## src/rtl/uart_rx_cfg.sv

```systemverilog
// uart_rx_cfg: oversampling UART receiver with run-time frame format.
//
// Rx is passed through a SYNC_STAGES-deep synchroniser. A falling edge seen in
// IDLE starts a frame. Each bit is decided by a 2-of-3 majority of the
// synchronised line, sampled around the bit centre. A start bit that reads
// high at its centre is rejected. Data length, parity mode and stop-bit count
// are captured when the start edge is accepted and held for the whole frame.
// Completed words are offered on a valid/ready handshake. A word that
// completes while the previous one is still unaccepted is dropped and
// flagged as an overrun.
//
// Ports:
//   Clk        system clock, rising edge
//   Rst_n      synchronous active-low reset
//   Tick       one-Clk enable pulse at OVERSAMPLE x baud
//   RxEn       receiver enable; dropping it mid-frame abandons the frame
//   Rx         asynchronous serial input, idles high
//   NBits      data bits per frame (clamped to 5..MAX_BITS)
//   ParityMode 00/11 none, 01 even, 10 odd
//   StopBits   0 one stop bit, 1 two stop bits
//   RxData     received word, right-justified, zero-extended
//   RxValid    RxData and error flags are valid
//   RxReady    consumer takes the word when RxValid & RxReady
//   FrameErr   a stop bit of this word was sampled low
//   ParityErr  parity mismatch on this word
//   Overrun    sticky: a frame was lost while a word was pending
//   Busy       receiver is inside a frame
module uart_rx_cfg #(
    parameter int OVERSAMPLE  = 16,
    parameter int MAX_BITS    = 9,
    parameter int SYNC_STAGES = 2
) (
    input  logic                Clk,
    input  logic                Rst_n,
    input  logic                Tick,
    input  logic                RxEn,
    input  logic                Rx,
    input  logic [3:0]          NBits,
    input  logic [1:0]          ParityMode,
    input  logic                StopBits,
    output logic [MAX_BITS-1:0] RxData,
    output logic                RxValid,
    input  logic                RxReady,
    output logic                FrameErr,
    output logic                ParityErr,
    output logic                Overrun,
    output logic                Busy
);

    localparam int            CW     = $clog2(OVERSAMPLE);
    localparam logic [CW-1:0] ZERO   = {CW{1'b0}};
    localparam logic [CW-1:0] ONE    = CW'(1);
    localparam logic [CW-1:0] T_S0   = CW'(OVERSAMPLE / 2 - 1);
    localparam logic [CW-1:0] T_S1   = CW'(OVERSAMPLE / 2);
    localparam logic [CW-1:0] T_S2   = CW'(OVERSAMPLE / 2 + 1);
    localparam logic [CW-1:0] T_LAST = CW'(OVERSAMPLE - 1);
    localparam logic [3:0]    MAXB4  = 4'(MAX_BITS);

    typedef enum logic [2:0] {
        S_IDLE   = 3'd0,
        S_START  = 3'd1,
        S_DATA   = 3'd2,
        S_PARITY = 3'd3,
        S_STOP   = 3'd4
    } state_t;

    // 2-of-3 majority vote
    function automatic logic maj3(input logic a, input logic b, input logic c);
        return (a & b) | (a & c) | (b & c);
    endfunction

    // XOR reduction of the received data field (unused MSBs are zero)
    function automatic logic parity_of(input logic [MAX_BITS-1:0] d);
        return ^d;
    endfunction

    // Bound the requested data length to what the shift register supports
    function automatic logic [3:0] clamp_nbits(input logic [3:0] n);
        logic [3:0] r;
        if (n < 4'd5) begin
            r = 4'd5;
        end else if (n > MAXB4) begin
            r = MAXB4;
        end else begin
            r = n;
        end
        return r;
    endfunction

    logic [SYNC_STAGES-1:0] sync_r;
    logic                   rs_prev_r;
    state_t                 state_r;
    logic [CW-1:0]          tick_cnt_r;
    logic [3:0]             bit_cnt_r;
    logic                   stop_cnt_r;
    logic [1:0]             samp_r;
    logic [MAX_BITS-1:0]    shreg_r;
    logic [3:0]             nbits_r;
    logic [1:0]             pmode_r;
    logic                   two_stop_r;
    logic                   par_err_r;
    logic                   frm_err_r;
    logic                   done_r;
    logic                   busy_r;

    logic rs_s;
    logic start_edge_s;
    logic maj_s;

    assign rs_s         = sync_r[SYNC_STAGES-1];
    // Requiring a previous high sample means a line stuck low after a break
    // cannot start a new frame until it has returned high.
    assign start_edge_s = rs_prev_r & ~rs_s;
    // Valid on the third sample tick: two stored samples plus the live one
    assign maj_s        = maj3(samp_r[1], samp_r[0], rs_s);
    assign Busy         = busy_r;

    // Rx synchroniser and previous-sample register for edge detection
    always_ff @(posedge Clk) begin
        if (!Rst_n) begin
            sync_r    <= {SYNC_STAGES{1'b1}};
            rs_prev_r <= 1'b1;
        end else begin
            sync_r    <= {sync_r[SYNC_STAGES-2:0], Rx};
            rs_prev_r <= rs_s;
        end
    end

    // Frame FSM: start detect every Clk, everything else advances on Tick
    always_ff @(posedge Clk) begin
        if (!Rst_n) begin
            state_r    <= S_IDLE;
            tick_cnt_r <= ZERO;
            bit_cnt_r  <= 4'd0;
            stop_cnt_r <= 1'b0;
            samp_r     <= 2'b00;
            shreg_r    <= {MAX_BITS{1'b0}};
            nbits_r    <= 4'd5;
            pmode_r    <= 2'b00;
            two_stop_r <= 1'b0;
            par_err_r  <= 1'b0;
            frm_err_r  <= 1'b0;
            done_r     <= 1'b0;
            busy_r     <= 1'b0;
        end else begin
            done_r <= 1'b0;
            case (state_r)
                S_IDLE: begin
                    if (RxEn && start_edge_s) begin
                        state_r    <= S_START;
                        busy_r     <= 1'b1;
                        tick_cnt_r <= ZERO;
                        bit_cnt_r  <= 4'd0;
                        stop_cnt_r <= 1'b0;
                        shreg_r    <= {MAX_BITS{1'b0}};
                        nbits_r    <= clamp_nbits(NBits);
                        pmode_r    <= ParityMode;
                        two_stop_r <= StopBits;
                        par_err_r  <= 1'b0;
                        frm_err_r  <= 1'b0;
                    end
                end
                default: begin
                    if (Tick) begin
                        if (!RxEn) begin
                            state_r    <= S_IDLE;
                            busy_r     <= 1'b0;
                            tick_cnt_r <= ZERO;
                        end else begin
                            if (tick_cnt_r == T_S0) samp_r[0] <= rs_s;
                            if (tick_cnt_r == T_S1) samp_r[1] <= rs_s;
                            tick_cnt_r <= (tick_cnt_r == T_LAST) ? ZERO : tick_cnt_r + ONE;
                            case (state_r)
                                S_START: begin
                                    if (tick_cnt_r == T_S2 && maj_s) begin
                                        state_r    <= S_IDLE;
                                        busy_r     <= 1'b0;
                                        tick_cnt_r <= ZERO;
                                    end else if (tick_cnt_r == T_LAST) begin
                                        state_r <= S_DATA;
                                    end
                                end
                                S_DATA: begin
                                    if (tick_cnt_r == T_S2) begin
                                        for (int i = 0; i < MAX_BITS; i++) begin
                                            if (bit_cnt_r == 4'(i)) shreg_r[i] <= maj_s;
                                        end
                                    end
                                    if (tick_cnt_r == T_LAST) begin
                                        if (bit_cnt_r == nbits_r - 4'd1) begin
                                            bit_cnt_r <= 4'd0;
                                            if (pmode_r == 2'b01 || pmode_r == 2'b10) begin
                                                state_r <= S_PARITY;
                                            end else begin
                                                state_r <= S_STOP;
                                            end
                                        end else begin
                                            bit_cnt_r <= bit_cnt_r + 4'd1;
                                        end
                                    end
                                end
                                S_PARITY: begin
                                    // Odd mode expects an overall XOR of 1, hence the pmode_r[1] term
                                    if (tick_cnt_r == T_S2) begin
                                        par_err_r <= parity_of(shreg_r) ^ maj_s ^ pmode_r[1];
                                    end
                                    if (tick_cnt_r == T_LAST) state_r <= S_STOP;
                                end
                                S_STOP: begin
                                    if (tick_cnt_r == T_S2) begin
                                        if (!maj_s) frm_err_r <= 1'b1;
                                        // Leave on the last sample so a back-to-back start is not missed
                                        if (stop_cnt_r == two_stop_r) begin
                                            state_r    <= S_IDLE;
                                            busy_r     <= 1'b0;
                                            tick_cnt_r <= ZERO;
                                            done_r     <= 1'b1;
                                        end
                                    end
                                    if (tick_cnt_r == T_LAST) stop_cnt_r <= 1'b1;
                                end
                                default: begin
                                    state_r <= S_IDLE;
                                    busy_r  <= 1'b0;
                                end
                            endcase
                        end
                    end
                end
            endcase
        end
    end

    // Output word register and valid/ready handshake with overrun tracking
    always_ff @(posedge Clk) begin
        if (!Rst_n) begin
            RxData    <= {MAX_BITS{1'b0}};
            RxValid   <= 1'b0;
            FrameErr  <= 1'b0;
            ParityErr <= 1'b0;
            Overrun   <= 1'b0;
        end else if (done_r) begin
            if (RxValid && !RxReady) begin
                Overrun <= 1'b1;
            end else begin
                RxData    <= shreg_r;
                FrameErr  <= frm_err_r;
                ParityErr <= par_err_r;
                RxValid   <= 1'b1;
                Overrun   <= 1'b0;
            end
        end else if (RxValid && RxReady) begin
            RxValid <= 1'b0;
            Overrun <= 1'b0;
        end
    end

endmodule

```

## config.mk

```make
export PLATFORM = sky130hd
export DESIGN_NAME = uart_rx_cfg
export DESIGN_NICKNAME = d
export VERILOG_FILES = /design/src/rtl/uart_rx_cfg.sv
export SDC_FILE = /design/constraint.sdc
export NUM_CORES = 1
export LEC_CHECK = 0
export ABC_AREA = 1
export CORE_MARGIN = 1.5
export CORE_UTILIZATION = 59
export CTS_BUF_LIST = sky130_fd_sc_hd__clkbuf_8
export CTS_CLUSTER_SIZE = 14
export DETAILED_ROUTE_END_ITERATION = 7
export PLACE_DENSITY = 0.92
export SETUP_SLACK_MARGIN = 0.5
export SLEW_MARGIN = 20
export SYNTH_ARGS = -nofsm -noshare
export SYNTH_HDL_FRONTEND = slang
export SYNTH_SLANG_ARGS = --single-unit
```

## constraint.sdc

```tcl
create_clock -name Clk -period 2.3 [get_ports Clk]
set_clock_uncertainty 0.2 [all_clocks]
set_input_delay 0.46 -clock Clk [delete_from_list [all_inputs] [get_ports Clk]]
set_output_delay 0.46 -clock Clk [all_outputs]
set_load 0.02 [all_outputs]
```

==> results.sh, run 1 <==
export IMPL_finalCritPeriodShare=0.762
export IMPL_syn_area_mm2=0.00276
export IMPL_clock_power_share=0.185
export IMPL_worstMarginPinSlew_ns=0.306
export IMPL_dieArea_mm2=0.00509
export IMPL_use_met1=0.305
export IMPL_io_buffer_count=26
export IMPL_synth_seq_cells=50
export IMPL_cp_common_cell="nand2_1"
export IMPL_path_clk_slew_ns=0.09
export IMPL_diodes=0
export IMPL_hold_path_class="reg -> reg"
export IMPL_cp_required_ns=2.32
export IMPL_fillers=344
export IMPL_p_per_area_mw_per_mm2=864
export IMPL_cts_sinks=50
export IMPL_start_kind="input port"
export IMPL_yosysUniqueCellTypes=32
export IMPL_drc=0
export IMPL_p_leak_nw=1.54
export IMPL_yosysSeqAreaShare=0.363
export IMPL_slowest_stage="clkdlybuf4s50_1"
export IMPL_synth_net_count=428
export IMPL_p_switching_mw=1.22
export IMPL_first_pass_iters=5
export IMPL_hold_depth=1
export IMPL_synth_top_cell_area_share=0.363
export IMPL_setup_violations=0
export IMPL_areaGrowthSynthToFinish_pct=22.7
export IMPL_use_met2=0.450
export IMPL_avgSynthCellArea_um2=6.77
export IMPL_dieHeight_um=71.3
export IMPL_htree_num_levels=2
export IMPL_end_kind="register"
export IMPL_final_nets=468
export IMPL_wl_per_cell_um=13.2
export IMPL_fmax_ghz=0.570
export IMPL_antenna_found_initial=0
export IMPL_regToRegSetupSlack_ns=0.55
export IMPL_regArea_mm2=0.00102
export IMPL_drtIter0Drc=181
export IMPL_postLayoutCellArea_mm2=0.00338
export IMPL_final_common_cell="nand2_1"
export IMPL_start_util=0.624
export IMPL_hold_violations=0
export IMPL_grt_pass1_wl_um=10500
export IMPL_p_sw_frac=0.418
export IMPL_grt_most_used_layer="met2"
export IMPL_rsz0062_at_grt="true"
export IMPL_maxCapViolCount=0
export IMPL_max_slew_margin=0.796
export IMPL_tns_ns=0
export IMPL_worstPathCellList="clkdlybuf4s50_1 -> nand2_2 -> nand2_4 -> and2_4 -> nand2_1 -> nor2_2 -> nand2_1 -> nand2_1 -> nor2_1"
export IMPL_cpPeakStageDelay_ns=0.56
export IMPL_die_w_um=71.3
export IMPL_grt_overflow_total=0
export IMPL_period_minus_slack_ns=1.75
export IMPL_pwr_share_seq=0.374
export IMPL_fp_coreArea_mm2=0.00441
export IMPL_cts_buffers=5
export IMPL_grtUsageTotal=0.253
export IMPL_drt_wl_total_um=6590
export IMPL_placedCellCount=481
export IMPL_reg2reg_from="state_r[0]"
export IMPL_worst_r2r_cell_count=10
export IMPL_num_vias=2699
export IMPL_cts_buffer_depth=2
export IMPL_power_mw=2.92
export IMPL_min_to="sync_r[1]"
export IMPL_path_buf_inv=1
export IMPL_use_met3=0.0295
export IMPL_io_pins=27
export IMPL_clock_latency_ns=0.31
export IMPL_cts_root_buf="clkbuf_8"
export IMPL_gp_congestion=0.959
export IMPL_layout_drive_gt1_share=0.172
export IMPL_final_cell_count_no_fill=500
export IMPL_tritoncts="built"
export IMPL_final_cell_mix="nand2_1 (91), nor2_1 (53), inv_1 (41)"
export IMPL_cp_max_fo=4
export IMPL_synth_top_cells_by_area="dfxtp_1 (36%), nand2_1 (13%), nor2_1 (7.4%)"
export IMPL_syn_inst=407
export IMPL_synth_top_area_cell="dfxtp_1"
export IMPL_grt_max_degree=28
export IMPL_multi_input_area_mm2=0.00164
export IMPL_cp_arrival_ns=1.77
export IMPL_hold_ws_ns=0.218
export IMPL_outcome="completed"
export IMPL_critPathKind="in -> reg"
export IMPL_internal_power_mw=1.70
export IMPL_yosys_warnings=0
export IMPL_drtAntennaViolNets=0
export IMPL_min_from="sync_r[0]"
export IMPL_combPwrFrac=0.440
export IMPL_r2r_end="Busy"
export IMPL_drv_slew=0
export IMPL_place_detailed_hpwl_um=4380
export IMPL_vias_per_cell=5.40
export IMPL_crit_family="simple AND/OR/NAND/NOR gates"
export IMPL_post_dp_cell_area_mm2=0.00307
export IMPL_fp_row_count=24
export IMPL_grt_pass1_vias=2514
export IMPL_ir_drop_mv=0.545
worst register-to-register path, delay by kind of cell, from the launching register on:
family                 cells  cell delay [ns]
buffers and inverters      1             0.15
flip-flops                 1             0.37
AND/OR/NAND/NOR            9             0.93
cells in the mapped netlist (all sizes together):
library cell and count:
nand4 9, clkinv 1, nand3 17, o21ai 41, nor2 59, xnor2 8, buf 8, xor2 8
a21oi 32, ha 8, and2 1, inv 49, a211oi 1, dfxtp 50, o22ai 2, or2 2
nor3 9, nand2 100, clkbuf 2
cell type report:
| cell class | instances | area share |
|---|---|---|
| Tap cell | 52 | 0.0192 |
| Inverter | 50 | 0.0566 |
| Timing Repair Buffer | 42 | 0.109 |
| Clock inverter | 2 | 0.00370 |
| Clock buffer | 6 | 0.0244 |
| Sequential cell | 50 | 0.301 |
| Multi-Input combinational cell | 298 | 0.486 |
stage by stage:
step / utilization / setup WS, ns
2_1_floorplan: - / 0.632
3_3_place_gp: 0.695 / 0.161
3_5_place_dp: 0.695 / 0.103
4_1_cts: 0.727 / 0.505
5_1_grt: 0.766 / 0.451
6_report: 0.766 / 0.546
how the worst max path moves through the flow:
stage	start	endpoint	slack (ns)	depth (start not counted)
floorplan	nbits_r[0]	state_r[1]	0.63	9
global placement	RxEn	Busy	0.16	11
detailed placement	RxEn	Busy	0.10	11
CTS	tick_cnt_r[1]	state_r[1]	0.50	12
global route	tick_cnt_r[2]	state_r[1]	0.45	11
finish	Tick	Busy	0.55	9
logic make-up (layout without fill, tap and decap cells):
logic type,count (synthesis),after routing,share of synthesized area
flops,50,50,0.363
simple gates,197,198,0.311
buf+inv,60,100,0.0895
xor+xnor,16,16,0.0509
compound gates,76,76,0.149
fa+ha+maj,8,8,0.0363
power groups by stage:
| stage | sequential (mW) | combinational [mW] | clock, mW |
|---|---|---|---|
| 2_1_floorplan | 1.06 | 0.956 | 0 |
| 3_3_place_gp | 1.09 | 1.06 | 0 |
| 3_5_place_dp | 1.09 | 1.08 | 0 |
| 4_1_cts | 1.08 | 1.15 | 0.547 |
| 5_1_grt | 1.11 | 1.43 | 0.571 |
| 6_report | 1.09 | 1.29 | 0.541 |
sequential cells by signal, indices dropped and copies added, names as in the netlist, 2 cells and up:
signal,count
shreg_r,9
state_r,3
bit_cnt_r,4
sync_r,2
tick_cnt_r,4
samp_r,2
RxData,9
pmode_r,2
nbits_r,4
metal layers:
metal | part of all wire | wire length (um)
met2 | 0.50 | 3270
met1 | 0.42 | 2780
met5 | 0 | 0
met4 | 0.024 | 158
met3 | 0.058 | 384
timing repair:
item	4_1_cts	5_1_grt
endpoints found under the setup margin	33	26
hold buffers	0	0
pin swaps	3	12
resized for setup	22	35
buffers inserted	4	6
gates cloned	0	1
Power figures use the tool's default switching activity.
==> inputs of run 2 (changes only) <==
- CORE_UTILIZATION: 59 -> 53
- PLACE_DENSITY: 0.92 -> 0.88
- clock period: 2.3 -> 1.6 ns (I/O delays scaled with it)
==> run 2 against run 1 <==
The flow now finishes with violations (setup timing). Die area is 11% higher. Cell area up 28%. Sequential share of layout area down 5.9 points. Clock power rose by 75%. Critical path type is now reg -> reg. Critical endpoint is now par_err_r. Largest cell class unchanged. Highest routed layer unchanged.
==> results.sh, run 2 (same netlist as run 1, synthesis figures left out) <==
export IMPL_final_common_cell="nand2_1"
export IMPL_clock_latency_ns=0.33
export IMPL_pwr_share_seq=0.299
export IMPL_cp_max_fo=7
export IMPL_drc=0
export IMPL_wl_per_cell_um=18.6
export IMPL_areaGrowthSynthToFinish_pct=56.7
export IMPL_p_leak_nw=1.88
export IMPL_dieHeight_um=75.1
export IMPL_tns_ns=-2.77
export IMPL_diodes=0
export IMPL_grt_pass1_vias=3105
export IMPL_fp_coreArea_mm2=0.00507
export IMPL_setup_violations=23
export IMPL_grt_overflow_total=0
export IMPL_use_met3=0.0683
export IMPL_cts_buffers=5
export IMPL_vias_per_cell=5.97
export IMPL_hold_violations=0
export IMPL_final_cell_mix="nand2_1 (81), buf_4 (54), inv_1 (38)"
export IMPL_crit_family="simple AND/OR/NAND/NOR gates"
export IMPL_start_kind="register"
export IMPL_cts_root_buf="clkbuf_8"
export IMPL_fmax_ghz=0.535
export IMPL_maxCapViolCount=0
export IMPL_dieArea_mm2=0.00564
export IMPL_power_mw=5.37
export IMPL_io_pins=27
export IMPL_max_slew_margin=0.747
export IMPL_drtIter0Drc=309
export IMPL_cts_buffer_depth=2
export IMPL_io_buffer_count=26
export IMPL_cp_common_cell="nand2_1"
export IMPL_htree_num_levels=2
export IMPL_tritoncts="built"
export IMPL_top_regs="RxData: 9 flops, shreg_r: 9 flops"
export IMPL_hold_depth=1
export IMPL_gp_congestion=0.974
export IMPL_p_switching_mw=2.36
export IMPL_fin_ws_ns=-0.270
export IMPL_worst_r2r_cell_count=10
export IMPL_cp_arrival_ns=1.92
export IMPL_cpPeakStageDelay_ns=0.56
export IMPL_use_met2=0.571
export IMPL_violations="setup timing"
export IMPL_drt_wl_total_um=10600
export IMPL_drtAntennaViolNets=0
export IMPL_finalCritPeriodShare=1.17
export IMPL_internal_power_mw=3.01
export IMPL_hold_path_class="reg -> reg"
export IMPL_outcome="complete, but fails checks"
export IMPL_drv_slew=0
export IMPL_layout_drive_gt1_share=0.442
export IMPL_hold_ws_ns=0.225
export IMPL_fp_row_count=26
export IMPL_grt_pass1_wl_um=13600
export IMPL_critPathKind="reg -> reg"
export IMPL_postCtsHoldBufs=0
export IMPL_worstPathCellList="nand2_1 -> inv_1 -> nor2_1 -> nand2_1 -> nand2_1 -> nand2_1 -> nand2_1 -> nand2_1 -> nand3_1 -> a21oi_1"
export IMPL_regToRegSetupSlack_ns=-0.27
export IMPL_crit_cells=10
export IMPL_combPwrFrac=0.524
export IMPL_use_met1=0.337
export IMPL_clock_power_share=0.177
export IMPL_die_w_um=75.1
export IMPL_path_clk_slew_ns=0.11
export IMPL_num_vias=3392
export IMPL_antenna_found_initial=0
export IMPL_fillers=247
export IMPL_p_per_area_mw_per_mm2=1240
export IMPL_slowest_stage="dfxtp_1"
export IMPL_final_nets=518
export IMPL_end_kind="register"
export IMPL_rsz0062_at_grt="true"
export IMPL_path_buf_inv=1
export IMPL_grt_max_degree=17
export IMPL_ir_drop_mv=0.765
export IMPL_period_minus_slack_ns=1.87
export IMPL_grtUsageTotal=0.314
export IMPL_place_detailed_hpwl_um=5150
export IMPL_final_util=0.851
export IMPL_start_util=0.543
export IMPL_worstMarginPinSlew_ns=0.379
export IMPL_cts_sinks=50
export IMPL_place_ws_ns=-0.450
export IMPL_cp_required_ns=1.65
export IMPL_p_sw_frac=0.439
export IMPL_grt_most_used_layer="met2"
export IMPL_first_pass_iters=5
run 2: cell count changes in the layout (fill, tap and decap cells not counted), moves of 10 or more:
cell and delta:
buf_6 +20, dfxtp_1 -15, nor2_2 +14, dfxtp_2 +12
nand2_1 -10, o21ai_0 -17, nor2_4 +12, nor2_1 -26
buf_4 +39, dlygate4sd2_1 -11
run 2: routing by layer:
metal	wire, um	up-vias
met5	0	-
met4	650	0
met3	954	78
met2	5250	267
met1	3720	1565
li1	-	1482
run 2: what timing repair did:
item | 4_1_cts | 5_1_grt
resized for setup | 182 | 44
buffers inserted | 15 | 10
pin swaps | 27 | 27
setup endpoints to repair | 64 | 61
gates cloned | 2 | 0
run 2: final cells by class:
type                            instances  area [um^2]  area share
Timing Repair Buffer                   91          838       0.194
Tap cell                               70         87.6      0.0203
Inverter                               50          206      0.0478
Timing Repair inverter                  1         16.3     0.00377
Clock inverter                          3         43.8      0.0101
Multi-Input combinational cell        298         2010       0.466
Clock buffer                            5         68.8      0.0159
Sequential cell                        50         1040       0.242
run 2: power by group through the flow:
stage / clock network (mW) / logic, mW / registers [mW]
6_report: 0.949 / 2.81 / 1.61
3_3_place_gp: 0 / 1.90 / 1.58
2_1_floorplan: 0 / 1.43 / 1.53
3_5_place_dp: 0 / 1.98 / 1.59
4_1_cts: 0.910 / 2.37 / 1.56
5_1_grt: 0.992 / 2.97 / 1.62
run 2: worst paths after layout:
check,from,endpoint
setup / recovery,shreg_r[3],par_err_r
hold / removal,sync_r[0],sync_r[1]
hold reg to reg,sync_r[0],sync_r[1]
setup reg to reg,shreg_r[3],par_err_r
run 2: metrics by stage:
stage	std cells	area, um^2
after floorplan	407	2900
after global placement	533	3490
after detailed placement	533	3490
after CTS	558	4070
after global routing	568	4320
final	568	4320
==> inputs of run 3 (changes only) <==
- ABC_CLOCK_PERIOD_IN_PS: default -> 1600
- GPL_ROUTABILITY_DRIVEN: default -> 0
==> run 3 against run 2 <==
The flow still finishes with violations (setup timing). Non-clock buffer count shrank 9. Final cell count shrank 1.4%. Die area is the same. Sequential power shrank 2%. Sequential share of layout area grew 1.6 points. Maximum frequency grew 5.3%. Critical path depth is the same. Cell area shrank 6.4%. Highest routed layer unchanged.
==> results.sh, run 3 (same netlist as run 1, synthesis figures left out) <==
export IMPL_grt_overflow_total=0
export IMPL_grt_pass1_vias=2811
export IMPL_grtUsageTotal=0.280
export IMPL_cts_buffer_depth=2
export IMPL_clock_latency_ns=0.32
export IMPL_path_clk_slew_ns=0.10
export IMPL_tritoncts="built"
export IMPL_clock_power_share=0.168
export IMPL_violations="setup timing"
export IMPL_reg2reg_from="nbits_r[1]"
export IMPL_start_util=0.543
export IMPL_drv_slew=0
export IMPL_top_regs="RxData: 9 flops, shreg_r: 9 flops"
export IMPL_first_pass_iters=5
export IMPL_drc=0
export IMPL_hold_depth=1
export IMPL_start_kind="register"
export IMPL_p_switching_mw=2.11
export IMPL_antenna_found_initial=0
export IMPL_fp_coreArea_mm2=0.00507
export IMPL_end_kind="register"
export IMPL_drtIter0Drc=189
export IMPL_setup_violations=23
export IMPL_fp_row_count=26
export IMPL_period_minus_slack_ns=1.78
export IMPL_vias_per_cell=5.58
export IMPL_min_from="sync_r[0]"
export IMPL_postLayoutCellArea_mm2=0.00404
export IMPL_pwr_share_seq=0.326
export IMPL_htree_num_levels=2
export IMPL_worstMarginPinSlew_ns=0.346
export IMPL_p_sw_frac=0.438
export IMPL_cp_arrival_ns=1.83
export IMPL_worst_r2r_cell_count=10
export IMPL_combPwrFrac=0.507
export IMPL_hold_violations=0
export IMPL_final_common_cell="nand2_1"
export IMPL_grt_pass1_wl_um=12000
export IMPL_p_per_area_mw_per_mm2=1190
export IMPL_maxCapViolCount=0
export IMPL_drt_wl_total_um=8700
export IMPL_internal_power_mw=2.70
export IMPL_post_dp_cell_area_mm2=0.00350
export IMPL_hold_path_class="reg -> reg"
export IMPL_final_util=0.797
export IMPL_dieHeight_um=75.1
export IMPL_layout_drive_gt1_share=0.398
export IMPL_final_cell_mix="nand2_1 (84), buf_4 (51), nor2_1 (38)"
export IMPL_p_leak_nw=1.79
export IMPL_drtAntennaViolNets=0
export IMPL_diodes=0
export IMPL_outcome="complete, but fails checks"
export IMPL_max_slew_margin=0.769
export IMPL_regToRegSetupSlack_ns=-0.18
export IMPL_cp_required_ns=1.65
export IMPL_die_w_um=75.1
export IMPL_r2r_end="state_r[1]"
export IMPL_cts_sinks=50
export IMPL_rsz0062_at_grt="true"
export IMPL_critPathKind="reg -> reg"
export IMPL_areaGrowthSynthToFinish_pct=46.7
export IMPL_wl_per_cell_um=15.5
export IMPL_min_to="sync_r[1]"
export IMPL_fmax_ghz=0.563
export IMPL_final_nets=510
export IMPL_cts_buffers=5
export IMPL_io_pins=27
export IMPL_grt_max_degree=26
export IMPL_dieArea_mm2=0.00564
export IMPL_ir_drop_mv=0.730
export IMPL_place_detailed_hpwl_um=5070
export IMPL_finalCritPeriodShare=1.11
export IMPL_fin_ws_ns=-0.176
export IMPL_io_buffer_count=26
export IMPL_cts_root_buf="clkbuf_8"
export IMPL_cp_max_fo=5
export IMPL_num_vias=3123
run 3: changes by cell type in the layout (fill, tap and decap cells not counted), moves of 4 or more:
cell,before,now
o21ai_0,10,15
nor2_1,27,38
nor2_2,17,13
o21ai_2,9,5
nor2_4,15,8
run 3: timing repair:
item | in CTS | in global routing
hold buffers | 0 | 0
setup buffers | 8 | 7
cloned | 2 | 1
endpoints found under the hold margin | 0 | 0
gates resized for setup | 124 | 61
pin swaps | 6 | 19
endpoints found under the setup margin | 64 | 61
run 3: area by class of cell:
| type | instances | area [um^2] |
|---|---|---|
| inverter | 50 | 206 |
| timing repair buffer | 82 | 722 |
| fill | 321 | 1030 |
| multi-input combinational | 299 | 1880 |
| clock buffer | 5 | 68.8 |
| clock inverter | 3 | 25.0 |
| tap | 70 | 87.6 |
| timing repair inverter | 1 | 11.3 |
| sequential | 50 | 1040 |
run 3: worst max-delay path, stage by stage (launching register included):
cell     delay (ns)
dfxtp_2        0.34
inv_2          0.04
ha_4           0.23
xnor2_1        0.13
nor2_1         0.17
nand3_2        0.13
nand2_1        0.12
nand3_2        0.12
nand2_1        0.09
nand2_1        0.06
nor2_1         0.09
run 3: per-stage QoR:
step,instances,setup slack (ns),setup TNS [ns],hold WS [ns],power [mW]
finish,560,-0.176,-1.40,0.223,4.81
global placement,534,-0.364,-8.71,0.200,3.43
CTS,552,-0.0722,-0.271,0.229,4.40
detailed placement,534,-0.450,-10.68,0.206,3.51
floorplan,407,0.0290,0,0.193,2.97
global route,560,-0.285,-3.47,0.236,5.07
run 3: worst max-delay path by stage:
stage,startpoint,endpoint,slack [ns],cells after the start
finish,nbits_r[1],state_r[1],-0.18,10
global route,nbits_r[0],state_r[2],-0.28,10
CTS,tick_cnt_r[1],state_r[1],-0.07,12
detailed placement,RxEn,Busy,-0.45,11
global placement,RxEn,Busy,-0.36,11
floorplan,nbits_r[0],state_r[1],0.03,9
run 3: power groups by stage:
stage	Clock, mW	Combinational (mW)	Sequential (mW)
detailed placement	0	1.92	1.58
finish	0.806	2.44	1.57
floorplan	0	1.43	1.53
global route	0.861	2.63	1.59
global placement	0	1.85	1.57
CTS	0.788	2.05	1.56
run 3: metal layers:
metal,part of all wire,vias up,global-route usage
met1,0.37,1454,0.305
met2,0.53,156,0.521
li1,-,1479,-
met3,0.069,34,0.0656
met4,0.030,0,0.111
met5,0,-,0
